[src/rtl/ascii_text_buffer_writer_if.sv]
// ascii_text_buffer_writer_if: upstream character handshake, buffer write port and status of the text buffer writer.
interface ascii_text_buffer_writer_if #(
  parameter int ADDR_W = 12,
  parameter int CNT_W = 12
);
  logic [7:0] ascii_in;
  logic ascii_valid;
  logic ascii_ready;
  logic clear_req;
  logic wr_en;
  logic [ADDR_W-1:0] wr_addr;
  logic [7:0] wr_data;
  logic [6:0] cursor_col;
  logic [4:0] cursor_row;
  logic [CNT_W-1:0] char_count;
  logic busy;
  modport master (
    output ascii_in, ascii_valid, clear_req,
    input ascii_ready, wr_en, wr_addr, wr_data, cursor_col, cursor_row, char_count, busy
  );
  modport slave (
    input ascii_in, ascii_valid, clear_req,
    output ascii_ready, wr_en, wr_addr, wr_data, cursor_col, cursor_row, char_count, busy
  );
endinterface

[src/rtl/ascii_text_buffer_writer.sv]
// ascii_text_buffer_writer: writes a character stream into a text buffer with cursor and clears.
// Define TEXTBUF_BACKSPACE_EN to make 0x08 erase the previous cell.
module ascii_text_buffer_writer #(
  parameter int COLS = 80,
  parameter int ROWS = 30,
  parameter int ADDR_W = 12,
  parameter int CNT_W = 12
) (
  input logic clk,
  input logic reset_n,
  ascii_text_buffer_writer_if.slave bus
);
  localparam int N = ROWS * COLS;
  typedef enum logic [1:0] {CLEAR, READY, WRITE} state_t;
  state_t state, nxt;
  logic [ADDR_W:0] idx, idx_n, ca;
  logic [6:0] col, col_n;
  logic [4:0] row, row_n;
  logic [CNT_W-1:0] cnt, cnt_n;
  logic pend, pend_n, we_n, hs, last_col, last_row, printable;
  logic [ADDR_W-1:0] wa_n, cur_addr;
  logic [7:0] wd_n, ch;
  assign ch = bus.ascii_in;
  assign hs = state == READY && bus.ascii_valid;
  assign last_col = col == 7'(COLS - 1);
  assign last_row = row == 5'(ROWS - 1);
  assign printable = ch >= 8'h20 && ch <= 8'h7e;
  assign cur_addr = ADDR_W'(int'(row) * COLS + int'(col));
  // a clear entered from READY/WRITE starts at address 0 on its first cycle
  assign ca = state == CLEAR ? idx : '0;
  assign bus.cursor_col = col;
  assign bus.cursor_row = row;
  assign bus.char_count = cnt;
  always_comb begin
    nxt = state;
    idx_n = idx;
    col_n = col;
    row_n = row;
    cnt_n = cnt;
    pend_n = pend;
    we_n = 1'b0;
    wa_n = bus.wr_addr;
    wd_n = bus.wr_data;
    case (state)
      CLEAR: if (idx == (ADDR_W + 1)'(N)) begin
        nxt = READY;
        col_n = '0;
        row_n = '0;
        cnt_n = '0;
      end
      READY: if (hs && printable) begin
        nxt = WRITE;
        we_n = 1'b1;
        wa_n = cur_addr;
        wd_n = ch;
        cnt_n = &cnt ? cnt : cnt + 1'b1;
        col_n = last_col ? '0 : col + 7'd1;
        row_n = last_col ? (last_row ? '0 : row + 5'd1) : row;
        pend_n = bus.clear_req || (last_col && last_row);
      end else if (hs && ch == 8'h0a) begin
        col_n = '0;
        row_n = last_row ? '0 : row + 5'd1;
        nxt = (last_row || bus.clear_req) ? CLEAR : READY;
`ifdef TEXTBUF_BACKSPACE_EN
      end else if (hs && ch == 8'h08 && (col != '0 || row != '0)) begin
        nxt = WRITE;
        we_n = 1'b1;
        wa_n = cur_addr - 1'b1;
        wd_n = 8'h20;
        cnt_n = cnt == '0 ? cnt : cnt - 1'b1;
        col_n = col == '0 ? 7'(COLS - 1) : col - 7'd1;
        row_n = col == '0 ? row - 5'd1 : row;
        pend_n = bus.clear_req;
`endif
      end else begin
        col_n = hs && ch == 8'h0d ? '0 : col;
        nxt = bus.clear_req ? CLEAR : READY;
      end
      WRITE: begin
        nxt = (pend || bus.clear_req) ? CLEAR : READY;
        pend_n = 1'b0;
      end
      default: nxt = CLEAR;
    endcase
    if (nxt == CLEAR) begin
      we_n = 1'b1;
      wa_n = ca[ADDR_W-1:0];
      wd_n = 8'h20;
      idx_n = ca + 1'b1;
    end
  end
  always_ff @(posedge clk or negedge reset_n)
    if (!reset_n) state <= CLEAR;
    else state <= nxt;
  always_ff @(posedge clk or negedge reset_n)
    if (!reset_n) begin
      idx <= '0;
      col <= '0;
      row <= '0;
      cnt <= '0;
      pend <= 1'b0;
      bus.ascii_ready <= 1'b0;
      bus.busy <= 1'b1;
      bus.wr_en <= 1'b0;
      bus.wr_addr <= '0;
      bus.wr_data <= 8'h20;
    end else begin
      idx <= idx_n;
      col <= col_n;
      row <= row_n;
      cnt <= cnt_n;
      pend <= pend_n;
      bus.ascii_ready <= nxt == READY;
      bus.busy <= nxt == CLEAR;
      bus.wr_en <= we_n;
      bus.wr_addr <= wa_n;
      bus.wr_data <= wd_n;
    end
endmodule

[src/flat_wrapper.sv]
// flat-port wrapper written by rule: the top's interface ports become plain ports
module ascii_text_buffer_writer_flat 
#(
  parameter int COLS = 80,
  parameter int ROWS = 30,
  parameter int ADDR_W = 12,
  parameter int CNT_W = 12
)
  (clk, reset_n, bus_ascii_in, bus_ascii_valid, bus_clear_req, bus_ascii_ready, bus_wr_en, bus_wr_addr, bus_wr_data, bus_cursor_col, bus_cursor_row, bus_char_count, bus_busy);
  ascii_text_buffer_writer_if #(.ADDR_W(ADDR_W), .CNT_W(CNT_W)) bus_i ();
  input logic clk;
  input logic reset_n;
  input wire logic [$bits(bus_i.ascii_in)-1:0] bus_ascii_in;
  input wire logic [$bits(bus_i.ascii_valid)-1:0] bus_ascii_valid;
  input wire logic [$bits(bus_i.clear_req)-1:0] bus_clear_req;
  output wire logic [$bits(bus_i.ascii_ready)-1:0] bus_ascii_ready;
  output wire logic [$bits(bus_i.wr_en)-1:0] bus_wr_en;
  output wire logic [$bits(bus_i.wr_addr)-1:0] bus_wr_addr;
  output wire logic [$bits(bus_i.wr_data)-1:0] bus_wr_data;
  output wire logic [$bits(bus_i.cursor_col)-1:0] bus_cursor_col;
  output wire logic [$bits(bus_i.cursor_row)-1:0] bus_cursor_row;
  output wire logic [$bits(bus_i.char_count)-1:0] bus_char_count;
  output wire logic [$bits(bus_i.busy)-1:0] bus_busy;
  assign bus_i.ascii_in = bus_ascii_in;
  assign bus_i.ascii_valid = bus_ascii_valid;
  assign bus_i.clear_req = bus_clear_req;
  assign bus_ascii_ready = bus_i.ascii_ready;
  assign bus_wr_en = bus_i.wr_en;
  assign bus_wr_addr = bus_i.wr_addr;
  assign bus_wr_data = bus_i.wr_data;
  assign bus_cursor_col = bus_i.cursor_col;
  assign bus_cursor_row = bus_i.cursor_row;
  assign bus_char_count = bus_i.char_count;
  assign bus_busy = bus_i.busy;
  ascii_text_buffer_writer #(.COLS(COLS), .ROWS(ROWS), .ADDR_W(ADDR_W), .CNT_W(CNT_W)) u_core (.clk(clk), .reset_n(reset_n), .bus(bus_i));
endmodule
[config.mk]
export PLATFORM = sky130hd
export DESIGN_NAME = ascii_text_buffer_writer_flat
export DESIGN_NICKNAME = d
export VERILOG_FILES = /design/src/rtl/ascii_text_buffer_writer_if.sv /design/src/rtl/ascii_text_buffer_writer.sv /design/src/flat_wrapper.sv
export SDC_FILE = /design/constraint.sdc
export NUM_CORES = 1
export LEC_CHECK = 0
export BUFFER_PORTS_ARGS = -buffer_cell sky130_fd_sc_hd__buf_2
export CORE_MARGIN = 10
export CORE_UTILIZATION = 57
export DETAILED_ROUTE_END_ITERATION = 8
export PLACE_DENSITY = 0.84
export SETUP_SLACK_MARGIN = 0.4
export SYNTH_ARGS = -nofsm -noshare
export SYNTH_HDL_FRONTEND = slang
export SYNTH_SLANG_ARGS = --single-unit
[constraint.sdc]
create_clock -name clk -period 3.2 [get_ports clk]
set_clock_uncertainty 0.05 [all_clocks]
set_input_delay 0.48 -clock clk [delete_from_list [all_inputs] [get_ports clk]]
set_output_delay 0.48 -clock clk [all_outputs]
set_load 0.01 [all_outputs]
==> run metrics, run 1 <==
Max Fclk=375 MHz; Critical Path Fanout Max=22; pre-CTS setup slack=0.521 ns; Unique masters post-synth=62; Vias=3,405; post-layout util=68.0%; H-tree depth=3; Syn Area/Cell=9.15 um2; DRT Wirelength=9.62 mm; initial antenna violation count=0; FF-to-FF Start=u_core.state[1]; worst path arrival time=2.86 ns; synthesis-to-layout area growth=14.8%; Crit path required time=3.40 ns; final hold viol count=0; worst setup path start=u_core.state[1]; hpwl dp=7.05 mm; Seq. cell area=1580 um2; Async S/R FF share, synth=100%; Seq/Total Area, Yosys=41.5%; fin nets=508; number of synthesized register bits=63; drt pass-1 iters=5; CP bufs+invs=2; Die W=102 um; slowest CP cell=dfrtp_1; synthesized cell area=3810 um2; Post-Place Cell Area=4140 um2; starting density of the core=59.3%; Crit. End Element=flip-flop; Syn Nets=448; Final WS setup=0.536 ns; Final setup viols=0; number of fill cells=505; design area=4370 um2; TritonCTS clock tree=yes; Worst-path clk slew=0.07 ns; area of the multi-input gates=2040 um2; die area=10,300 um2; number of top-level pins=59; synth warn=0; status=finished clean; Post-CTS Repair Setup Buffers=0; PwrDens=744 nW/um2; gr usage total=19.5%; post-DR wirelength/cell=17.2 um; cells along the critical path=inv_1, ha_1, buf_6, nor4b_2, nand4_2, and2_4, a311oi_1, nand3_1, o31ai_1; DIE HEIGHT=102 um; Rows=29; CP Launch Type=flip-flop; Worst Setup Path Type=reg2reg; Clock Sinks=63; number of synthesized flops with an enable pin=0; GP Congestion=0.872; commonest non-fill, non-tap cells in the layout=dfrtp_1, buf_2, nand2_1; max cap viols=0; Synth Instances=416; GR Overflow Total=0; max incr delay on CP=0.42 ns; worst hold path class=in2async; standby leakage power=2.04 nW; post-layout minimum cycle time=2.66 ns; Top FF cell, synth=dfrtp_1; Clock Tree Buf Depth=2; Antenna Nets Post-Route=0; Initial DRC Count=439; delay-heaviest family, CP=simple AND/OR/NAND/NOR gates; drc violations=0; vias in the first global route=3,407; # port buffers=58; largest net degree at the start of global routing=32; layout cells sized above 1=21.0%; clock root buffer master=clkbuf_8; most common cell after layout, fill and taps aside=dfrtp_1; final worst path period share=83.3%; vias per std cell=6.10; Slew Limit Fails=0; CTS buffer count=9; # diodes=0; core box area=6420 um2; clk_lat worst skew=0.34 ns; RSZ-0062 raised after global routing=yes; worst rel slew slack=57.5%; Max IR drop VDD=0.833 mV; Worst Max-Slew Pin Slew=0.633 ns; Pwr Total=3.25 mW; setup TNS=0 ns; first-pass GRT wire length=16.3 mm
-- flip-flops by register name (all words and copies together), names as in the netlist, 2 cells and up --
name	count
u_core.bus.char_count	12
u_core.bus.cursor_col	7
u_core.bus.cursor_row	5
u_core.bus.wr_addr	12
u_core.bus.wr_data	8
u_core.idx	13
u_core.state	2
-- path summary, 6_finish.rpt --
path	end	slack [ns]	cells after the start
max	u_core.bus.cursor_row[4]	0.54	9
max reg2reg	u_core.bus.cursor_row[4]	0.54	9
min reg2reg	u_core.bus.wr_data[7]	0.46	1
max in group asynchronous	u_core.bus.wr_data[5]	2.33	2
min in group clk	u_core.bus.wr_data[3]	0.35	3
min	u_core.idx[2]	0.05	1
-- stage by stage --
step	instances	hold WS (ns)
floorplan	416	0.134
global placement	542	0.417
detailed placement	542	0.429
CTS	558	0.0572
global route	558	0.0780
finish	558	0.0520
-- kinds of logic after synthesis --
group           synth area share [%]
simple gates                    25.5
compound gates                  16.8
flops                           41.5
buf+inv                         4.93
fa+ha+maj                       6.97
xor+xnor                        3.22
mux                             1.08
-- power by group --
part           total [mW]  internal (mW)  switching, mW
sequential           1.12          0.956          0.160
combinational        1.35          0.491          0.864
clock               0.780          0.481          0.300
total                3.25           1.93           1.32
-- layout make-up --
class | instances | share of cell area, %
inverters | 14 | 1.26
well taps | 77 | 2.21
multi-input cells | 320 | 46.8
repair buffers | 68 | 8.45
flip-flops and latches | 63 | 36.1
clock inverters | 3 | 1.49
clock buffers | 13 | 3.64
-- synthesized netlist by cell type, drive strengths merged, types with 7 or more instances --
| library cell | number | area [um2] |
|---|---|---|
| nor2 | 31 | 116 |
| buf | 16 | 121 |
| and3 | 9 | 56.3 |
| dfrtp | 61 | 1530 |
| nand4 | 12 | 81.3 |
| nor3 | 10 | 50.1 |
| and2 | 9 | 60.1 |
| a31oi | 7 | 43.8 |
| xor2 | 10 | 87.6 |
| a21oi | 20 | 104 |
| inv | 14 | 55.1 |
| o21ai | 33 | 165 |
| o31ai | 15 | 113 |
| nand2 | 52 | 203 |
| nand3 | 38 | 190 |
| ha | 18 | 225 |
-- routing by layer --
metal / vias up / track usage [%] / share of wire (%)
li1: 1633 / - / -
met1: 1645 / 25.0 / 44
met2: 116 / 30.3 / 47
met3: 11 / 5.65 / 8.3
met4: 0 / 7.81 / 1.5
met5: - / 0 / 0
-- timing repair --
action                     in CTS  in global routing
gates resized for setup         0                  3
hold buffers                    0                  0
setup endpoints to repair       0                  6
No activity file was read; power rests on OpenSTA's default activity.
==> inputs of run 2 (changes only) <==
==> constraint.sdc (replaced) <==
create_clock -name clk -period 2.65 [get_ports clk]
set_clock_uncertainty 0.05 [all_clocks]
set_input_delay 0.3975 -clock clk [delete_from_list [all_inputs] [get_ports clk]]
set_output_delay 0.3975 -clock clk [all_outputs]
set_load 0.01 [all_outputs]
==> run 2 against run 1 <==
- the flow now finishes with violations (hold timing)
- non-clock buffer count rose by 27
- first-iteration DRC count fell by 27%
- maximum frequency rose by 13%
- clock power rose by 12%
- die area did not move
- largest power group unchanged
- highest routed layer unchanged
==> run metrics, run 2 (synthesis gave the netlist of run 1 again) <==
gr usage total=19.8%; initial antenna violation count=0; sw power=1.77 mW; Max Fclk=422 MHz; most common cell after layout, fill and taps aside=buf_2; Most flops, register=u_core.idx; synthesis-to-layout area growth=25.6%; Post-CTS Hold Buffers=0; worst rel slew slack=60.7%; Internal=2.46 mW; CP Launch Type=flip-flop; Worst Max-Slew Pin Slew=0.589 ns; vias in the first global route=3,470; vias per std cell=6.36; GP Congestion=0.930; drc violations=0; layout cells sized above 1=33.5%; CTS buffer count=9; number of top-level pins=59; Clock Tree Buf Depth=2; Initial DRC Count=322; final worst path period share=89.3%; Final setup viols=0; # diodes=0; commonest non-fill, non-tap cells in the layout=buf_2, dfrtp_1, nand2_1; post-DR wirelength/cell=18.5 um; H-tree depth=3; clk_lat worst skew=0.36 ns; worst hold slack=-0.0141 ns; setup TNS=0 ns; Post-Place Cell Area=4230 um2; Max IR drop VDD=0.598 mV; Crit. End Element=flip-flop; final hold viol count=11; Vias=3,721; max cap viols=0; RSZ-0062 raised after global routing=yes; Critical Path Fanout Max=4; DIE HEIGHT=102 um; number of fill cells=434; PwrDens=886 nW/um2; Reg-to-Reg End=u_core.bus.wr_addr[10]; Worst Setup Path Type=reg2reg; clock power share=20.6%; status=complete, but fails checks; failing checks=hold timing; Reg2Reg Setup Slack=0.28 ns; Worst-path clk slew=0.08 ns; fin nets=535; design area=4780 um2; DRT Wirelength=10.8 mm; GR Overflow Total=0; first-pass GRT wire length=16.6 mm; Clock Sinks=63; # port buffers=58; worst hold path class=in2async; TritonCTS clock tree=yes; core box area=6420 um2; Crit path required time=2.84 ns; post-layout minimum cycle time=2.37 ns; Slew Limit Fails=0; drt pass-1 iters=5; starting density of the core=59.3%; register share of total power=31.3%; largest net degree at the start of global routing=32; worst path arrival time=2.55 ns; R2R cell count=10; max FFs per register=13; clock root buffer master=clkbuf_8; die area=10,300 um2; dpl cells=548; Antenna Nets Post-Route=0; FF-to-FF Start=u_core.bus.cursor_row[1]; Net Sw Frac=41.9%; Rows=29; Comb pwr share=48.1%; Die W=102 um; standby leakage power=2.21 nW; hpwl dp=7.15 mm; non-filler cells, final=585
==> run 2: cell count changes in the layout (fill, tap and decap cells not counted), sizes merged <==
| cell | change |
|---|---|
| clkbuf | -1 |
| clkinv | +2 |
| clkinvlp | +1 |
| bufinv | -1 |
| inv | -1 |
| buf | +27 |
==> run 2: worst max path at each step <==
stage | end | startpoint | slack [ns]
3_5_place_dp | u_core.bus.wr_addr[11] | u_core.bus.cursor_row[1] | 0.21
5_1_grt | u_core.idx[4] | u_core.state[0] | 0.18
6_report | u_core.bus.wr_addr[10] | u_core.bus.cursor_row[1] | 0.28
3_3_place_gp | u_core.bus.wr_addr[11] | u_core.bus.cursor_row[1] | 0.31
2_1_floorplan | u_core.idx[12] | u_core.state[0] | 0.38
4_1_cts | u_core.idx[5] | u_core.bus.cursor_row[1] | 0.38
==> run 2: what timing repair did <==
| item | 4_1_cts | 5_1_grt |
|---|---|---|
| resized for setup | 13 | 37 |
| pin swaps | 8 | 18 |
| setup endpoints to repair | 36 | 47 |
| buffers inserted | 12 | 9 |
==> run 2: power groups by stage <==
stage | sequential (mW) | clock [mW] | combinational [mW]
finish | 1.32 | 0.872 | 2.04
global route | 1.35 | 0.919 | 2.22
CTS | 1.32 | 0.874 | 1.83
detailed placement | 1.35 | 0 | 1.66
global placement | 1.33 | 0 | 1.63
floorplan | 1.38 | 0 | 1.25
==> run 2: metrics by stage <==
step           hold WS (ns)  utilization, %  power, mW  setup slack [ns]
3_5_place_dp          0.391            65.8       3.01             0.207
3_3_place_gp          0.367            65.8       2.96             0.312
4_1_cts              0.0129            71.1       4.02             0.375
6_report            -0.0141            74.5       4.24             0.283
2_1_floorplan        0.0519               -       2.63             0.384
5_1_grt              0.0246            74.5       4.48             0.181
==> run 2: layer usage <==
metal  part of all wire, %  vias to the layer above  track usage [%]
met5                     0                        -                0
met1                    42                     1833             25.7
met2                    49                      170             31.8
met3                   6.5                       26             4.22
met4                   2.7                        0             7.70
li1                      -                     1692                -
==> run 2: critical path, stage by stage, from the launching register on <==
cell,delay (ns)
dfrtp_2,0.44
ha_4,0.29
ha_4,0.13
inv_2,0.04
fa_2,0.36
xnor2_2,0.16
nand3b_1,0.17
nor2_2,0.21
xnor2_1,0.10
mux2i_1,0.18
o21ai_1,0.11
==> run 2: cell type report <==
cell class	count	area (um2)	area share [%]
repair buffers	95	583	12.2
multi-input cells	320	2250	47.1
clock inverters	4	45.0	0.942
clock buffers	12	155	3.24
inverters	14	63.8	1.33
flip-flops and latches	63	1590	33.2
well taps	77	96.3	2.01
